<file path="config.mk">
export PLATFORM = sky130hd
export DESIGN_NAME = mtsp_lmb_dma_flat
export DESIGN_NICKNAME = d
export VERILOG_FILES = /design/src/rtl/mtsp_lmb_dma_if.sv /design/src/rtl/mtsp_lmb_dma.sv /design/src/flat_wrapper.sv
export SDC_FILE = /design/constraint.sdc
export NUM_CORES = 1
export LEC_CHECK = 0
export BUFFER_PORTS_ARGS = -buffer_cell sky130_fd_sc_hd__buf_4
export CELL_PAD_IN_SITES_DETAIL_PLACEMENT = 0
export CELL_PAD_IN_SITES_GLOBAL_PLACEMENT = 1
export CORE_AREA = 2 2 419 421
export DETAILED_ROUTE_END_ITERATION = 10
export DIE_AREA = 0 0 421 423
export GPL_ROUTABILITY_DRIVEN = 0
export PLACE_DENSITY_LB_ADDON = 0.1
export SLEW_MARGIN = 20
export SYNTH_ARGS = -nofsm -noshare
export SYNTH_HDL_FRONTEND = slang
export SYNTH_SLANG_ARGS = --single-unit
</file>
<file path="constraint.sdc">
create_clock -name CLK -period 7.1 [get_ports CLK]
set_input_delay 0.71 -clock CLK [delete_from_list [all_inputs] [get_ports CLK]]
set_output_delay 0.71 -clock CLK [all_outputs]
set_load 0.01 [all_outputs]
</file>
<file path="src/rtl/mtsp_lmb_dma_if.sv">
// Host-side bus bundle for mtsp_lmb_dma: command, write-source stream,
// read-sink stream and the LMB request/return port.
// MTSP_LMB_DMA_STRIDE_EN adds CMD_STRIDE.
`ifndef SIZE_LMB
`define SIZE_LMB 12
`endif

interface mtsp_lmb_dma_if #(
  parameter int LMB_AW = `SIZE_LMB,
  parameter int CNT_W  = 16
);
  logic              CMD_START;
  logic              CMD_WRITE;
  logic [LMB_AW-1:0] CMD_ADDR;
  logic [CNT_W-1:0]  CMD_COUNT;
`ifdef MTSP_LMB_DMA_STRIDE_EN
  logic [LMB_AW-1:0] CMD_STRIDE;
`endif
  logic              CMD_BUSY;
  logic              CMD_DONE;
  logic              WS_VALID;
  logic              WS_READY;
  logic [255:0]      WS_DATA;
  logic              RS_VALID;
  logic              RS_READY;
  logic [255:0]      RS_DATA;
  logic              LM_EN;
  logic              LM_WE;
  logic [LMB_AW-1:0] LM_ADDR;
  logic [255:0]      LM_WDATA;
  logic              LM_READY;
  logic [255:0]      LM_RDATA;
  logic              LM_VALID;

  // DMA engine side
  modport master (
`ifdef MTSP_LMB_DMA_STRIDE_EN
    input  CMD_STRIDE,
`endif
    input  CMD_START, CMD_WRITE, CMD_ADDR, CMD_COUNT,
    input  WS_VALID, WS_DATA, RS_READY, LM_READY, LM_RDATA, LM_VALID,
    output CMD_BUSY, CMD_DONE, WS_READY, RS_VALID, RS_DATA,
    output LM_EN, LM_WE, LM_ADDR, LM_WDATA
  );

  // Host / LMB side
  modport slave (
`ifdef MTSP_LMB_DMA_STRIDE_EN
    output CMD_STRIDE,
`endif
    output CMD_START, CMD_WRITE, CMD_ADDR, CMD_COUNT,
    output WS_VALID, WS_DATA, RS_READY, LM_READY, LM_RDATA, LM_VALID,
    input  CMD_BUSY, CMD_DONE, WS_READY, RS_VALID, RS_DATA,
    input  LM_EN, LM_WE, LM_ADDR, LM_WDATA
  );
endinterface

</file>
<file path="src/rtl/mtsp_lmb_dma.sv">
// mtsp_lmb_dma: block-transfer engine between host streams and one core's LMB.
// Writes stream words into the LMB or reads LMB words out to a stream; the
// LMB may withhold LM_READY while the core owns the port.
// Optional: MTSP_LMB_DMA_STRIDE_EN adds a per-command address stride.
`ifndef SIZE_LMB
`define SIZE_LMB 12
`endif

module mtsp_lmb_dma #(
  parameter int CORE_ID    = 0,
  parameter int LMB_AW     = `SIZE_LMB,
  parameter int CNT_W      = 16,
  parameter int FIFO_DEPTH = 4
) (
  input  logic           CLK,
  input  logic           nRST,
  mtsp_lmb_dma_if.master bus
);
  localparam int PW = $clog2(FIFO_DEPTH);
  localparam int CW = PW + 1;

  // Reject unusable configurations at elaboration time.
  if ((FIFO_DEPTH < 2) || ((FIFO_DEPTH & (FIFO_DEPTH - 1)) != 0) || (CORE_ID < 0)) begin : g_cfg_err
    $error("mtsp_lmb_dma: FIFO_DEPTH must be a power of 2 >= 2, CORE_ID >= 0");
  end

  typedef enum logic [1:0] {S_IDLE, S_WRITE, S_READ, S_DONE} state_t;

  state_t            state;
  logic [LMB_AW-1:0] addr;
  logic [LMB_AW-1:0] step;
  logic [CNT_W-1:0]  rem;
  logic [CW-1:0]     outst;
  logic              busy;
  logic              done;
  logic [CW-1:0]     fifo_cnt;
  logic [PW-1:0]     wr_ptr;
  logic [PW-1:0]     rd_ptr;
  logic [255:0]      mem [FIFO_DEPTH];
  logic              lm_en;
  logic              accept;
  logic              push;
  logic              pop;

`ifdef MTSP_LMB_DMA_STRIDE_EN
  logic [LMB_AW-1:0] stride;
  assign step = stride;
`else
  assign step = LMB_AW'(1);
`endif

  // Request generation: writes follow the source stream, reads are
  // throttled so every issued read already owns a FIFO slot.
  always_comb begin
    lm_en = 1'b0;
    if (state == S_WRITE)
      lm_en = bus.WS_VALID;
    else if (state == S_READ)
      lm_en = (rem != '0) &&
              (({1'b0, fifo_cnt} + {1'b0, outst}) < (CW + 1)'(FIFO_DEPTH));
  end

  assign accept       = lm_en & bus.LM_READY;
  assign push         = bus.LM_VALID && (state == S_READ);
  assign pop          = (fifo_cnt != '0) && bus.RS_READY;

  assign bus.LM_EN    = lm_en;
  assign bus.LM_WE    = (state == S_WRITE);
  assign bus.LM_ADDR  = addr;
  assign bus.LM_WDATA = (state == S_WRITE) ? bus.WS_DATA : '0;
  assign bus.WS_READY = (state == S_WRITE) & bus.LM_READY;
  assign bus.RS_VALID = (fifo_cnt != '0);
  assign bus.RS_DATA  = (fifo_cnt != '0) ? mem[rd_ptr] : '0;
  assign bus.CMD_BUSY = busy;
  assign bus.CMD_DONE = done;

  // Command FSM: latches the command, walks addresses, tracks reads in flight.
  always_ff @(posedge CLK) begin
    if (!nRST) begin
      state <= S_IDLE;
      addr  <= '0;
      rem   <= '0;
      outst <= '0;
      busy  <= 1'b0;
      done  <= 1'b0;
`ifdef MTSP_LMB_DMA_STRIDE_EN
      stride <= '0;
`endif
    end else begin
      done <= 1'b0;
      case (state)
        S_IDLE: if (bus.CMD_START) begin
          addr  <= bus.CMD_ADDR;
          rem   <= bus.CMD_COUNT;
          outst <= '0;
`ifdef MTSP_LMB_DMA_STRIDE_EN
          stride <= bus.CMD_STRIDE;
`endif
          if (bus.CMD_COUNT == '0) begin
            state <= S_DONE;
            done  <= 1'b1;
          end else begin
            busy  <= 1'b1;
            state <= bus.CMD_WRITE ? S_WRITE : S_READ;
          end
        end
        S_WRITE: if (accept) begin
          addr <= addr + step;
          rem  <= rem - CNT_W'(1);
          if (rem == CNT_W'(1)) begin
            state <= S_DONE;
            busy  <= 1'b0;
            done  <= 1'b1;
          end
        end
        S_READ: begin
          if (accept) begin
            addr <= addr + step;
            rem  <= rem - CNT_W'(1);
          end
          outst <= outst + CW'(accept) - CW'(push);
          if ((rem == '0) && (outst == '0) && (fifo_cnt == '0)) begin
            state <= S_DONE;
            busy  <= 1'b0;
            done  <= 1'b1;
          end
        end
        S_DONE:  state <= S_IDLE;
        default: state <= S_IDLE;
      endcase
    end
  end

  // Read-return FIFO pointers and occupancy; contents are dropped on reset.
  always_ff @(posedge CLK) begin
    if (!nRST) begin
      fifo_cnt <= '0;
      wr_ptr   <= '0;
      rd_ptr   <= '0;
    end else begin
      if (push) wr_ptr <= wr_ptr + PW'(1);
      if (pop)  rd_ptr <= rd_ptr + PW'(1);
      fifo_cnt <= fifo_cnt + CW'(push) - CW'(pop);
    end
  end

  // FIFO storage; never read while empty, so it needs no reset.
  always_ff @(posedge CLK) begin
    if (push) mem[wr_ptr] <= bus.LM_RDATA;
  end
endmodule

</file>
<file path="src/flat_wrapper.sv">
// flat-port wrapper written by rule: the top's interface ports become plain ports
module mtsp_lmb_dma_flat 
#(
  parameter int CORE_ID    = 0,
  parameter int LMB_AW     = `SIZE_LMB,
  parameter int CNT_W      = 16,
  parameter int FIFO_DEPTH = 4
)
  (CLK, nRST, bus_CMD_START, bus_CMD_WRITE, bus_CMD_ADDR, bus_CMD_COUNT, bus_WS_VALID, bus_WS_DATA, bus_RS_READY, bus_LM_READY, bus_LM_RDATA, bus_LM_VALID, bus_CMD_BUSY, bus_CMD_DONE, bus_WS_READY, bus_RS_VALID, bus_RS_DATA, bus_LM_EN, bus_LM_WE, bus_LM_ADDR, bus_LM_WDATA);
  mtsp_lmb_dma_if #(.LMB_AW(LMB_AW), .CNT_W(CNT_W)) bus_i ();
  input  logic CLK;
  input  logic nRST;
  input wire logic [$bits(bus_i.CMD_START)-1:0] bus_CMD_START;
  input wire logic [$bits(bus_i.CMD_WRITE)-1:0] bus_CMD_WRITE;
  input wire logic [$bits(bus_i.CMD_ADDR)-1:0] bus_CMD_ADDR;
  input wire logic [$bits(bus_i.CMD_COUNT)-1:0] bus_CMD_COUNT;
  input wire logic [$bits(bus_i.WS_VALID)-1:0] bus_WS_VALID;
  input wire logic [$bits(bus_i.WS_DATA)-1:0] bus_WS_DATA;
  input wire logic [$bits(bus_i.RS_READY)-1:0] bus_RS_READY;
  input wire logic [$bits(bus_i.LM_READY)-1:0] bus_LM_READY;
  input wire logic [$bits(bus_i.LM_RDATA)-1:0] bus_LM_RDATA;
  input wire logic [$bits(bus_i.LM_VALID)-1:0] bus_LM_VALID;
  output wire logic [$bits(bus_i.CMD_BUSY)-1:0] bus_CMD_BUSY;
  output wire logic [$bits(bus_i.CMD_DONE)-1:0] bus_CMD_DONE;
  output wire logic [$bits(bus_i.WS_READY)-1:0] bus_WS_READY;
  output wire logic [$bits(bus_i.RS_VALID)-1:0] bus_RS_VALID;
  output wire logic [$bits(bus_i.RS_DATA)-1:0] bus_RS_DATA;
  output wire logic [$bits(bus_i.LM_EN)-1:0] bus_LM_EN;
  output wire logic [$bits(bus_i.LM_WE)-1:0] bus_LM_WE;
  output wire logic [$bits(bus_i.LM_ADDR)-1:0] bus_LM_ADDR;
  output wire logic [$bits(bus_i.LM_WDATA)-1:0] bus_LM_WDATA;
  assign bus_i.CMD_START = bus_CMD_START;
  assign bus_i.CMD_WRITE = bus_CMD_WRITE;
  assign bus_i.CMD_ADDR = bus_CMD_ADDR;
  assign bus_i.CMD_COUNT = bus_CMD_COUNT;
  assign bus_i.WS_VALID = bus_WS_VALID;
  assign bus_i.WS_DATA = bus_WS_DATA;
  assign bus_i.RS_READY = bus_RS_READY;
  assign bus_i.LM_READY = bus_LM_READY;
  assign bus_i.LM_RDATA = bus_LM_RDATA;
  assign bus_i.LM_VALID = bus_LM_VALID;
  assign bus_CMD_BUSY = bus_i.CMD_BUSY;
  assign bus_CMD_DONE = bus_i.CMD_DONE;
  assign bus_WS_READY = bus_i.WS_READY;
  assign bus_RS_VALID = bus_i.RS_VALID;
  assign bus_RS_DATA = bus_i.RS_DATA;
  assign bus_LM_EN = bus_i.LM_EN;
  assign bus_LM_WE = bus_i.LM_WE;
  assign bus_LM_ADDR = bus_i.LM_ADDR;
  assign bus_LM_WDATA = bus_i.LM_WDATA;
  mtsp_lmb_dma #(.CORE_ID(CORE_ID), .LMB_AW(LMB_AW), .CNT_W(CNT_W), .FIFO_DEPTH(FIFO_DEPTH)) u_core (.CLK(CLK), .nRST(nRST), .bus(bus_i));
endmodule
</file>
==> impl_table.tex, run 1 <==
\begin{tabular}{lr}
\hline
Metric & Value \\
\hline
\multicolumn{2}{l}{\textbf{Floorplanning}} \\
Die area & 0.178 mm2 \\
Initial standard-cell utilization of the core & 24.8\% \\
Number of placement rows & 153 \\
Die Span Y & 423 um \\
Floorplan core area & 0.173 mm2 \\
Die Width & 421 um \\
I/O pin count & 1078 \\
\multicolumn{2}{l}{\textbf{Logic synthesis}} \\
Number of enable-type register cells in the synthesized netlist & 1024 \\
Top-count cell post-synth & edfxtp\_1 \\
Cells after synthesis & 2263 \\
Predominant post-synthesis flop cell & edfxtp\_1 \\
Syn Area/Cell & 19.0 um2 \\
Total nets after synthesis & 2829 \\
Top cell type by total area after synthesis & edfxtp\_1 \\
Share of the synthesized area in the top cell type & 71.6\% \\
Number of register bits inferred by synthesis & 1068 \\
List of most frequent post-synthesis cells & edfxtp\_1 (1024), and2\_1 (519), mux4\_2 (256) \\
Summed instance area of the synthesized netlist & 0.0429 mm2 \\
Yosys synthesis warning count & 0 \\
Main area contributors after synthesis & edfxtp\_1 (72\%), mux4\_2 (13\%), and2\_1 (7.6\%) \\
Sequential element share of the synthesized area & 73.6\% \\
Post-synth cell types & 53 \\
Share of flip-flops with an asynchronous set or reset after synthesis & 0\% \\
\multicolumn{2}{l}{\textbf{Worst setup path}} \\
Critical Path Fanout Max & 93 \\
Slowest stage delay, CP & 0.89 ns \\
Critical path required time & 6.39 ns \\
Data arrival time of the critical path & 3.48 ns \\
Reg-to-Reg End & u\_core.outst[2]\$\_SDFFE\_PN0P\_ \\
Reg2reg setup slack & 3.74 ns \\
Slowest library cell on the worst path & dfxtp\_4 \\
Type of element capturing the critical path & output pin \\
Worst-path cell chain & buf\_12, mux4\_2, and2\_1, buf\_4 \\
Origin of the critical flop-to-flop path & u\_core.state[1]\$\_SDFFE\_PN0P\_ \\
Length in cells of the worst reg-to-reg path & 14 \\
Startpoint types & register \\
Crit path kind & reg2out \\
\multicolumn{2}{l}{\textbf{Cells and area}} \\
Relative area change from synthesis to final layout & 34.6\% \\
Fillers & 16900 \\
Flip-flop and latch area & 0.0316 mm2 \\
Final nets & 3921 \\
Area of the multi-input gates & 0.0107 mm2 \\
Layout Cells excl Fill & 5814 \\
Share of cells above drive strength 1 & 44.7\% \\
Final core utilization & 33.4\% \\
\multicolumn{2}{l}{\textbf{Drt}} \\
Vias per cell & 4.45 \\
Remaining design rule violation count & 0 \\
Initial detailed-routing violation count & 1338 \\
Wire length per cell after detailed routing & 29.8 um \\
Number of detailed-route iterations in the first pass & 5 \\
Vias after detailed routing & 25900 \\
Overall routed net length & 173 mm \\
Post-route antenna net violation count & 0 \\
\multicolumn{2}{l}{\textbf{Timing}} \\
Post-Route Skew & 0.0233 ns \\
Minimum setup slack in the final design & 2.91 ns \\
Count of final max-slew check failures & 0 \\
Highest attainable clock frequency & 239 MHz \\
Clock period minus worst slack & 4.19 ns \\
Final worst path period share & 59.0\% \\
Endpoints failing setup & 0 \\
Tightest slew margin relative to the limit & 17.4\% \\
Unrepaired setup endpoints after global routing & false \\
Final Hold Violating Endpoints & 0 \\
Slew at the pin with the worst max-slew slack & 1.24 ns \\
Setup TNS & 0 ns \\
\multicolumn{2}{l}{\textbf{Clock network}} \\
Clock tree buffer depth & 3 \\
H-tree levels & 3 \\
Total clock sinks & 1068 \\
CTS tree & built \\
Post-CTS setup-driven buffer insertion count & 0 \\
Clock edge transition at the registers on the reported setup and hold paths & 0.06 ns \\
Number of buffers created by CTS & 121 \\
Count of instances resized after the clock tree is built & 0 \\
Skew-Pair Late Insertion Delay & 0.74 ns \\
Hold buffer count at CTS & 0 \\
Cell at the root of the clock tree & clkbuf\_16 \\
\multicolumn{2}{l}{\textbf{Min path}} \\
Kind of path behind the tightest hold check & in2reg \\
Depth of the worst hold-timing path & 1 \\
Worst-case hold path end point & u\_core.mem[3][53]\$\_DFFE\_PP\_ \\
Worst Min Path Start & bus\_LM\_RDATA[53] \\
\multicolumn{2}{l}{\textbf{Run status}} \\
Run status & finished, final reports clean \\
\multicolumn{2}{l}{\textbf{Power}} \\
Total power consumption of the routed design & 20.7 mW \\
Internal & 14.1 mW \\
Clk pwr share & 29.3\% \\
P per Cell Area & 359 mW/mm2 \\
Reg power frac & 36.3\% \\
IR drop worst, VDD & 332 uV \\
Leakage power total & 20.5 nW \\
Proportion of total power due to net switching & 32.1\% \\
Share of total power in combinational logic & 34.4\% \\
P\_sw & 6.65 mW \\
\multicolumn{2}{l}{\textbf{Placed design}} \\
Half-perimeter wire length after placement & 125 mm \\
Port-buffer cells & 1077 \\
Cell count after placement & 5554 \\
Post-Place Worst Slack & 3.43 ns \\
\multicolumn{2}{l}{\textbf{Run}} \\
Count of max-cap constraint violations & 0 \\
\multicolumn{2}{l}{\textbf{Global route}} \\
Via count of the first global-routing pass & 27600 \\
All-layer global routing usage & 18.9\% \\
Number of antenna violations at the first check in global routing & 115 \\
First-pass GRT wire length & 234 mm \\
Maximum number of pins on one net before global-route repair & 138 \\
Congestion Overflow GR & 0 \\
\hline
\end{tabular}
[stage by stage]
stage                     hold WS (ns)  instance area [um2]
after floorplan                  0.452                43000
after global placement           0.471                53800
after detailed placement         0.475                53800
after CTS                       0.0674                57600
after global routing             0.104                57800
final                            0.155                57800
[power groups by stage]
stage	clock network, mW	registers (mW)	logic [mW]
after CTS	6.28	7.53	7.34
final	6.08	7.52	7.13
after floorplan	0	7.56	3.68
after global placement	0	7.64	7.32
after detailed placement	0	7.66	7.33
after global routing	6.48	7.56	7.63
[layer usage]
| metal | wire length (um) | track usage, % | part of all wire [%] |
|---|---|---|---|
| met1 | 57300 | 18.2 | 33 |
| met2 | 98700 | 37.3 | 57 |
| met3 | 9490 | 4.69 | 5.5 |
| met4 | 7790 | 8.50 | 4.5 |
| met5 | 103 | 0 | 0.059 |
[final cells by class]
type | instances | area share [%]
Sequential cell | 1068 | 54.7
Multi-Input combinational cell | 1043 | 18.6
Clock inverter | 79 | 1.25
Timing Repair Buffer | 1101 | 14.7
Clock buffer | 143 | 5.44
Tap cell | 2325 | 5.03
Antenna cell | 35 | 0.152
Inverter | 20 | 0.130
[critical path: cells and delay by family (launching register included)]
family	cells	cell delay, ns
mux	1	0.61
buf+inv	2	0.81
flops	1	0.89
simple gates	1	0.19
[state kept, by name, summed over array words and instances (netlist names), named ones only]
name and flops:
u_core.fifo_cnt 3, u_core.outst 3, u_core.bus.CMD_DONE 1, u_core.state 2, u_core.rem 16, u_core.bus.CMD_BUSY 1
u_core.wr_ptr 2, u_core.rd_ptr 2, u_core.mem 1024, u_core.bus.LM_ADDR 12
[worst max path at each step]
stage                                            end  slack (ns)  cells after the start
after floorplan           u_core.mem[0][0]$_DFFE_PP_        2.83                      4
after global placement              bus_RS_DATA[228]        3.45                      4
after detailed placement            bus_RS_DATA[246]        3.43                      4
after CTS                           bus_RS_DATA[246]        2.57                      4
after global routing                bus_RS_DATA[196]        2.58                      4
final                               bus_RS_DATA[196]        2.91                      4
[kinds of logic (layout without fill, tap and decap cells)]
family	Yosys count	after routing	share of synthesized area (%)
flip-flops	1068	1068	73.6
buffers and inverters	152	1343	1.43
adder cells (fa/ha/maj)	18	18	0.559
other	0	35	0
multiplexers	261	261	13.5
AO/OA/AOI/OAI	104	104	1.59
AND/OR/NAND/NOR	653	653	9.09
XOR/XNOR	7	7	0.143
[cells in the final DEF, fill, tap and decap left out, types with 9 or more instances in the layout]
cell type  count
a21oi_1       31
and2_1       519
buf_12        14
buf_4       1085
bufinv_16      9
clkbuf_1      20
clkbuf_16    122
clkinv_1      32
clkinv_2      20
dfxtp_1       42
diode_2       35
edfxtp_1    1024
ha_1          15
inv_1         18
mux4_2       256
nand2_1       46
nand3_1       12
nor2_1        29
nor4_1         9
o21ai_0       25
No activity file was read; power rests on OpenSTA's default activity.
==> run 2: changes to the inputs <==
==> constraint.sdc (replaced) <==
create_clock -name CLK -period 3.9 [get_ports CLK]
set_input_delay 0.39 -clock CLK [delete_from_list [all_inputs] [get_ports CLK]]
set_output_delay 0.39 -clock CLK [all_outputs]
set_load 0.01 [all_outputs]
==> run 2 against run 1 <==
  * First-iteration DRC count rose by 20%
  * Combinational power rose by 89%
  * Register-to-register slack got worse by 3.2 ns
  * Non-clock buffer count rose by 344
  * Global-route usage rose by 0.39 points
  * Sequential share of layout area fell by 3.2 points
  * Power rose by 85%
==> impl_table.tex, run 2 (synthesized netlist as in run 1, its figures left out) <==
\begin{tabular}{lr}
\hline
Metric & Value \\
\hline
\multicolumn{2}{l}{\textbf{Run status}} \\
Run status & finished, final reports clean (unchanged) \\
\multicolumn{2}{l}{\textbf{Clock network}} \\
Cell at the root of the clock tree & clkbuf\_16 (unchanged) \\
Post-CTS setup-driven buffer insertion count & 0 (unchanged) \\
CTS tree & built (unchanged) \\
H-tree levels & 3 (unchanged) \\
Number of buffers created by CTS & 120 (was 121) \\
Total clock sinks & 1068 (unchanged) \\
Clock tree buffer depth & 3 (unchanged) \\
Skew-Pair Late Insertion Delay & 0.74 ns (about the same) \\
Clock edge transition at the registers on the reported setup and hold paths & 0.06 ns (about the same) \\
\multicolumn{2}{l}{\textbf{Worst setup path}} \\
Worst-path cell chain & inv\_1, ha\_1, nor3b\_1, nand4\_1, a32oi\_2, inv\_2, o21ai\_4, a21oi\_1, o32ai\_1, dlygate4sd3\_1 (was buf\_12, mux4\_2, and2\_1, buf\_4) \\
Worst path depth & 10 (was 4) \\
Number of buffer and inverter instances along the worst setup path & 3 (was 2) \\
Critical Path Fanout Max & 19 (was 93) \\
Length in cells of the worst reg-to-reg path & 10 (was 14) \\
Data arrival time of the critical path & 4.07 ns (was 3.48 ns) \\
Worst setup path startpoint & u\_core.rem[0]\$\_SDFFE\_PN0P\_ \\
Critical path required time & 4.60 ns (was 6.39 ns) \\
Reg-to-Reg End & u\_core.bus.LM\_ADDR[7]\$\_SDFFE\_PN0P\_ (was u\_core.outst[2]\$\_SDFFE\_PN0P\_) \\
Kind of cell adding the most delay to the critical path & compound AO/OA/AOI/OAI gates (was flip-flops) \\
Slowest stage delay, CP & 0.58 ns (was 0.89 ns) \\
Critical path endpoint & u\_core.bus.LM\_ADDR[7]\$\_SDFFE\_PN0P\_ (was bus\_RS\_DATA[196]) \\
Type of element capturing the critical path & register (was output pin) \\
Slowest library cell on the worst path & dlygate4sd3\_1 (was dfxtp\_4) \\
Startpoint types & register (unchanged) \\
Crit path kind & reg2reg (was reg2out) \\
Reg2reg setup slack & 0.52 ns (was 3.74 ns) \\
Origin of the critical flop-to-flop path & u\_core.rem[0]\$\_SDFFE\_PN0P\_ (was u\_core.state[1]\$\_SDFFE\_PN0P\_) \\
\multicolumn{2}{l}{\textbf{Floorplanning}} \\
I/O pin count & 1078 (unchanged) \\
Die area & 0.178 mm2 (unchanged) \\
Initial standard-cell utilization of the core & 24.8\% (unchanged) \\
Number of placement rows & 153 (unchanged) \\
Floorplan core area & 0.173 mm2 (unchanged) \\
Die Span Y & 423 um (unchanged) \\
Die Width & 421 um (unchanged) \\
\multicolumn{2}{l}{\textbf{Drt}} \\
Initial detailed-routing violation count & 1601 (was 1338) \\
Vias per cell & 4.42 (was 4.45) \\
Vias after detailed routing & 27200 (was 25900) \\
Remaining design rule violation count & 0 (unchanged) \\
Number of detailed-route iterations in the first pass & 6 (was 5) \\
Overall routed net length & 176 mm (was 173 mm) \\
Post-route antenna net violation count & 0 (unchanged) \\
Wire length per cell after detailed routing & 28.5 um (was 29.8 um) \\
\multicolumn{2}{l}{\textbf{Timing}} \\
Slew at the pin with the worst max-slew slack & 1.07 ns (was 1.24 ns) \\
Count of final max-slew check failures & 0 (unchanged) \\
Tightest slew margin relative to the limit & 28.4\% (was 17.4\%) \\
Unrepaired setup endpoints after global routing & false (unchanged) \\
Final worst path period share & 86.5\% \\
Endpoints failing setup & 0 (unchanged) \\
Post-Route Skew & 0.0294 ns (was 0.0233 ns) \\
Highest attainable clock frequency & 296 MHz \\
Clock period minus worst slack & 3.38 ns \\
Setup TNS & 0 ns (unchanged) \\
Final Hold Violating Endpoints & 0 (unchanged) \\
\multicolumn{2}{l}{\textbf{Cells and area}} \\
Fin area & 0.0614 mm2 (was 0.0578 mm2) \\
Most frequent cells in the layout & buf\_4 (1115), edfxtp\_1 (1024), and2\_1 (519), dlygate4sd3\_1 (293), mux4\_2 (256) (was buf\_4 (1085), edfxtp\_1 (1024), and2\_1 (519), mux4\_2 (256), clkbuf\_16 (122)) \\
Number of flip-flops in the largest register & 1024 (unchanged) \\
Register with the highest flop count & u\_core.mem (unchanged) \\
Final core utilization & 35.4\% (was 33.4\%) \\
Share of cells above drive strength 1 & 41.9\% (was 44.7\%) \\
Final nets & 4264 (was 3921) \\
Most common library cell in the layout ignoring fill and taps & buf\_4 (unchanged) \\
Relative area change from synthesis to final layout & 42.9\% (was 34.6\%) \\
\multicolumn{2}{l}{\textbf{Power}} \\
Leakage power total & 22.1 nW (was 20.5 nW) \\
P per Cell Area & 625 mW/mm2 (was 359 mW/mm2) \\
Total power consumption of the routed design & 38.4 mW (was 20.7 mW) \\
IR drop worst, VDD & 471 uV (was 332 uV) \\
\multicolumn{2}{l}{\textbf{Global route}} \\
Congestion Overflow GR & 0 (unchanged) \\
First-pass GRT wire length & 242 mm (was 234 mm) \\
Number of antenna violations at the first check in global routing & 123 (was 115) \\
Via count of the first global-routing pass & 29500 (was 27600) \\
All-layer global routing usage & 19.3\% (was 18.9\%) \\
Maximum number of pins on one net before global-route repair & 262 (was 138) \\
\multicolumn{2}{l}{\textbf{Placed design}} \\
Half-perimeter wire length after placement & 131 mm (was 125 mm) \\
Placed cell areas & 0.0545 mm2 (was 0.0538 mm2) \\
Port-buffer cells & 1077 (unchanged) \\
\multicolumn{2}{l}{\textbf{Min path}} \\
Kind of path behind the tightest hold check & in2reg (unchanged) \\
\multicolumn{2}{l}{\textbf{Run}} \\
Count of max-cap constraint violations & 0 (unchanged) \\
\hline
\end{tabular}
run 2: report_power, final:
part | total [mW] | leakage [nW] | internal (mW) | switching (mW)
registers | 13.6 | 9.59 | 13.3 | 0.387
clock network | 11.2 | 1.89 | 6.48 | 4.68
logic | 13.5 | 10.6 | 6.36 | 7.18
total | 38.4 | 22.1 | 26.1 | 12.2
run 2: timing repair:
action                                   CTS  global route
endpoints found under the setup margin     0             0
resized for setup                          0             0
hold endpoints to repair                1057             0
hold buffers                             293             0
run 2: worst min path at each step:
| stage | slack (ns) | to | from | depth (start not counted) |
|---|---|---|---|---|
| 6_report | 0.10 | u_core.bus.LM_ADDR[8]$_SDFFE_PN0P_ | bus_CMD_ADDR[8] | 4 |
| 5_1_grt | 0.07 | u_core.bus.LM_ADDR[8]$_SDFFE_PN0P_ | bus_CMD_ADDR[8] | 4 |
| 4_1_cts | 0.0008 | u_core.bus.LM_ADDR[8]$_SDFFE_PN0P_ | bus_CMD_ADDR[8] | 4 |
| 3_5_place_dp | 0.48 | u_core.bus.CMD_BUSY$_SDFFE_PN0P_ | u_core.bus.CMD_BUSY$_SDFFE_PN0P_ | 2 |
| 3_3_place_gp | 0.47 | u_core.rem[1]$_SDFFE_PN0P_ | u_core.rem[1]$_SDFFE_PN0P_ | 2 |
| 2_1_floorplan | 0.45 | u_core.rem[13]$_SDFFE_PN0P_ | u_core.rem[13]$_SDFFE_PN0P_ | 2 |
run 2: metal layers:
layer  up-vias  part of all wire [%]  global-route usage, %
met5         -                 0.032                      0
met4        10                   4.2                   8.71
met3       364                   5.1                   4.01
met2      1023                    56                   37.2
met1     14000                    34                   19.8
li1      11800                     -                      -
run 2: worst min-delay path, delay by kind of cell:
family,cells,cell delay [ns]
compound gates,3,0.35
buf+inv,1,0.08
run 2: stage by stage:
step / setup slack [ns] / hold WS, ns / instances
6_report: 0.525 / 0.104 / 6160
5_1_grt: 0.326 / 0.0718 / 6149
4_1_cts: 0.347 / 0.000802 / 6119
3_5_place_dp: 0.755 / 0.478 / 5608
3_3_place_gp: 0.625 / 0.466 / 5608
2_1_floorplan: -0.374 / 0.452 / 2263
run 2: cell type report:
cell class	count	area (um2)
Tap cell	2325	2910
Inverter	20	75.1
Timing Repair Buffer	1445	12000
Clock inverter	70	743
Clock buffer	148	3130
Multi-Input combinational cell	1043	10700
Fill cell	16700	112000
Antenna cell	41	103
Sequential cell	1068	31600
==> run 3: changes to the inputs <==
--- a/config.mk
+++ b/config.mk
@@ -5,12 +5,12 @@
 export SDC_FILE = /design/constraint.sdc
 export NUM_CORES = 1
 export LEC_CHECK = 0
-export BUFFER_PORTS_ARGS = -buffer_cell sky130_fd_sc_hd__buf_4
 export CELL_PAD_IN_SITES_DETAIL_PLACEMENT = 0
 export CELL_PAD_IN_SITES_GLOBAL_PLACEMENT = 1
 export CORE_AREA = 2 2 419 421
 export DETAILED_ROUTE_END_ITERATION = 10
 export DIE_AREA = 0 0 421 423
+export DONT_BUFFER_PORTS = 1
 export GPL_ROUTABILITY_DRIVEN = 0
 export PLACE_DENSITY_LB_ADDON = 0.1
 export SLEW_MARGIN = 20
==> run 3 against run 2 <==
  * First-iteration DRC count is 9.2% higher
  * Worst hold slack worse by 0.020 ns
  * Register-to-register slack worse by 0.22 ns
  * Combinational power is 24% lower
  * Flip-flop and latch count stayed put
  * Global-route usage is 0.067 points lower
  * Non-clock buffer count is 1071 lower
  * Utilization is 4.4 points lower
  * Worst setup slack worse by 0.22 ns
  * Cell area is 13% lower
  * Critical endpoint is now u_core.bus.LM_ADDR[10]$_SDFFE_PN0P_
==> impl_table.tex, run 3 (synthesized netlist as in run 1, its figures left out) <==
\begin{tabular}{lr}
\hline
Metric & Value \\
\hline
\multicolumn{2}{l}{\textbf{Clock network}} \\
Clock edge transition at the registers on the reported setup and hold paths & 0.06 ns (about the same) \\
Cell at the root of the clock tree & clkbuf\_16 (unchanged) \\
Hold buffer count at CTS & 309 (was 293) \\
Skew-Pair Late Insertion Delay & 0.77 ns (was 0.74 ns) \\
CTS tree & built (unchanged) \\
Count of instances resized after the clock tree is built & 0 (unchanged) \\
Clock tree buffer depth & 3 (unchanged) \\
Post-CTS setup-driven buffer insertion count & 0 (unchanged) \\
Total clock sinks & 1068 (unchanged) \\
H-tree levels & 4 (was 3) \\
Number of buffers created by CTS & 130 (was 120) \\
\multicolumn{2}{l}{\textbf{Drt}} \\
Post-route antenna net violation count & 0 (unchanged) \\
Vias after detailed routing & 23900 (was 27200) \\
Overall routed net length & 174 mm (was 176 mm) \\
Number of detailed-route iterations in the first pass & 5 (was 6) \\
Remaining design rule violation count & 0 (unchanged) \\
Initial detailed-routing violation count & 1749 (was 1601) \\
Wire length per cell after detailed routing & 33.6 um (was 28.5 um) \\
Vias per cell & 4.60 (was 4.42) \\
\multicolumn{2}{l}{\textbf{Timing}} \\
Worst Hold Slack & 0.0833 ns (was 0.104 ns) \\
Minimum setup slack in the final design & 0.305 ns (was 0.525 ns) \\
Setup TNS & 0 ns (unchanged) \\
Count of final max-slew check failures & 0 (unchanged) \\
Clock period minus worst slack & 3.59 ns (was 3.38 ns) \\
Final worst path period share & 92.2\% (was 86.5\%) \\
Unrepaired setup endpoints after global routing & false (unchanged) \\
Endpoints failing setup & 0 (unchanged) \\
Highest attainable clock frequency & 278 MHz (was 296 MHz) \\
Tightest slew margin relative to the limit & 39.3\% (was 28.4\%) \\
Slew at the pin with the worst max-slew slack & 0.911 ns (was 1.07 ns) \\
Final Hold Violating Endpoints & 0 (unchanged) \\
Post-Route Skew & 0.0321 ns (was 0.0294 ns) \\
\multicolumn{2}{l}{\textbf{Global route}} \\
All-layer global routing usage & 19.2\% (was 19.3\%) \\
Met2 usage & 36.5\% (was 37.2\%) \\
Layer carrying the most global-route usage & met2 (unchanged) \\
Via count of the first global-routing pass & 24800 (was 29500) \\
First-pass GRT wire length & 232 mm (was 242 mm) \\
Congestion Overflow GR & 0 (unchanged) \\
Global Route met1 Usage & 19.4\% (was 19.8\%) \\
Number of antenna violations at the first check in global routing & 225 (was 123) \\
Maximum number of pins on one net before global-route repair & 262 (unchanged) \\
Global routing usage on met3 & 4.74\% (was 4.01\%) \\
\multicolumn{2}{l}{\textbf{Worst setup path}} \\
Worst setup path startpoint & u\_core.rem[0]\$\_SDFFE\_PN0P\_ (unchanged) \\
Type of element capturing the critical path & register (unchanged) \\
Length in cells of the worst reg-to-reg path & 11 (was 10) \\
Reg2reg setup slack & 0.31 ns (was 0.52 ns) \\
Reg-to-Reg End & u\_core.bus.LM\_ADDR[10]\$\_SDFFE\_PN0P\_ (was u\_core.bus.LM\_ADDR[7]\$\_SDFFE\_PN0P\_) \\
Crit path kind & reg2reg (unchanged) \\
Data arrival time of the critical path & 4.25 ns (was 4.07 ns) \\
Critical Path Fanout Max & 15 (was 19) \\
Startpoint types & register (unchanged) \\
Critical path required time & 4.55 ns (was 4.60 ns) \\
Origin of the critical flop-to-flop path & u\_core.rem[0]\$\_SDFFE\_PN0P\_ (unchanged) \\
\multicolumn{2}{l}{\textbf{Cells and area}} \\
Most frequent cells in the layout & edfxtp\_1 (1024), and2\_1 (519), dlygate4sd3\_1 (308), mux4\_2 (256), clkbuf\_16 (131) (was buf\_4 (1115), edfxtp\_1 (1024), and2\_1 (519), dlygate4sd3\_1 (293), mux4\_2 (256)) \\
Final core utilization & 31.0\% (was 35.4\%) \\
Fin area & 0.0537 mm2 (was 0.0614 mm2) \\
Share of cells above drive strength 1 & 18.9\% (was 41.9\%) \\
Fillers & 16900 (was 16700) \\
Number of flip-flops in the largest register & 1024 (unchanged) \\
Most common library cell in the layout ignoring fill and taps & edfxtp\_1 (was buf\_4) \\
Final nets & 3203 (was 4264) \\
Register with the highest flop count & u\_core.mem (unchanged) \\
Relative area change from synthesis to final layout & 25.0\% (was 42.9\%) \\
Layout Cells excl Fill & 5191 (was 6160) \\
\multicolumn{2}{l}{\textbf{Power}} \\
Share of total power in combinational logic & 28.8\% (was 35.3\%) \\
Leakage power total & 16.8 nW (was 22.1 nW) \\
Reg power frac & 38.4\% (was 35.6\%) \\
P\_sw & 11.8 mW (was 12.2 mW) \\
Total power consumption of the routed design & 35.5 mW (was 38.4 mW) \\
P per Cell Area & 661 mW/mm2 (was 625 mW/mm2) \\
Proportion of total power due to net switching & 33.3\% (was 31.9\%) \\
IR drop worst, VDD & 575 uV (was 471 uV) \\
Clk pwr share & 32.8\% (was 29.1\%) \\
Internal & 23.7 mW (was 26.1 mW) \\
\multicolumn{2}{l}{\textbf{Placed design}} \\
Half-perimeter wire length after placement & 129 mm (was 131 mm) \\
Port-buffer cells & 0 (was 1077) \\
Cell count after placement & 4521 (was 5608) \\
Post-Place Worst Slack & 0.794 ns (was 0.755 ns) \\
Placed cell areas & 0.0462 mm2 (was 0.0545 mm2) \\
\multicolumn{2}{l}{\textbf{Floorplanning}} \\
Floorplan core area & 0.173 mm2 (unchanged) \\
Initial standard-cell utilization of the core & 24.8\% (unchanged) \\
Die Width & 421 um (unchanged) \\
I/O pin count & 1078 (unchanged) \\
Die Span Y & 423 um (unchanged) \\
Number of placement rows & 153 (unchanged) \\
Die area & 0.178 mm2 (unchanged) \\
\multicolumn{2}{l}{\textbf{Run}} \\
Count of max-cap constraint violations & 0 (unchanged) \\
\multicolumn{2}{l}{\textbf{Run status}} \\
Run status & finished, final reports clean (unchanged) \\
\multicolumn{2}{l}{\textbf{Min path}} \\
Kind of path behind the tightest hold check & in2reg (unchanged) \\
Worst-case hold path end point & u\_core.rd\_ptr[0]\$\_SDFFE\_PN0P\_ (was u\_core.bus.LM\_ADDR[8]\$\_SDFFE\_PN0P\_) \\
Depth of the worst hold-timing path & 3 (was 4) \\
Worst Min Path Start & bus\_RS\_READY (was bus\_CMD\_ADDR[8]) \\
\hline
\end{tabular}
==> run 3: worst max-delay path by stage <==
stage / endpoint / slack (ns) / cells after the start
finish: u_core.bus.LM_ADDR[10]$_SDFFE_PN0P_ / 0.31 / 11
global route: u_core.bus.LM_ADDR[10]$_SDFFE_PN0P_ / 0.09 / 11
detailed placement: u_core.outst[2]$_SDFFE_PN0P_ / 0.79 / 14
floorplan: u_core.mem[0][0]$_DFFE_PP_ / -0.37 / 4
global placement: u_core.outst[2]$_SDFFE_PN0P_ / 0.76 / 13
CTS: u_core.rem[8]$_SDFFE_PN0P_ / 0.44 / 11
==> run 3: worst max-delay path: stages (launching register included) <==
cell and delay, ns:
dfxtp_1 0.35, inv_1 0.10, ha_1 0.18, nor3b_1 0.55
nand4_1 0.25, a32oi_2 0.33, a21oi_1 0.11, buf_4 0.24
nand3_1 0.11, dlygate4sd3_1 0.56, o21ai_0 0.10, dlygate4sd3_1 0.57
==> run 3: power groups by stage <==
stage | Sequential, mW | Combinational (mW) | Clock, mW
final | 13.6 | 10.2 | 11.6
after global routing | 13.7 | 11.0 | 12.5
after CTS | 13.6 | 10.6 | 12.0
after detailed placement | 13.9 | 10.1 | 0
after global placement | 13.8 | 10.1 | 0
after floorplan | 13.8 | 6.70 | 0
==> run 3: cell type report <==
class	instances	area [um2]	area share, %
inverter	20	75.1	0.140
clock buffer	156	3370	6.28
clock inverter	75	733	1.37
timing repair buffer	374	3890	7.25
tap	2325	2910	5.42
multi-input combinational	1043	10700	20.0
sequential	1068	31600	58.9
antenna	130	325	0.606
==> run 3: per-layer routing <==
layer | wire length (um) | vias to the layer above | share of wire (%)
met2 | 96200 | 1258 | 55
met4 | 9310 | 18 | 5.3
li1 | - | 9754 | -
met3 | 10200 | 511 | 5.9
met5 | 117 | - | 0.067
met1 | 58500 | 12300 | 34
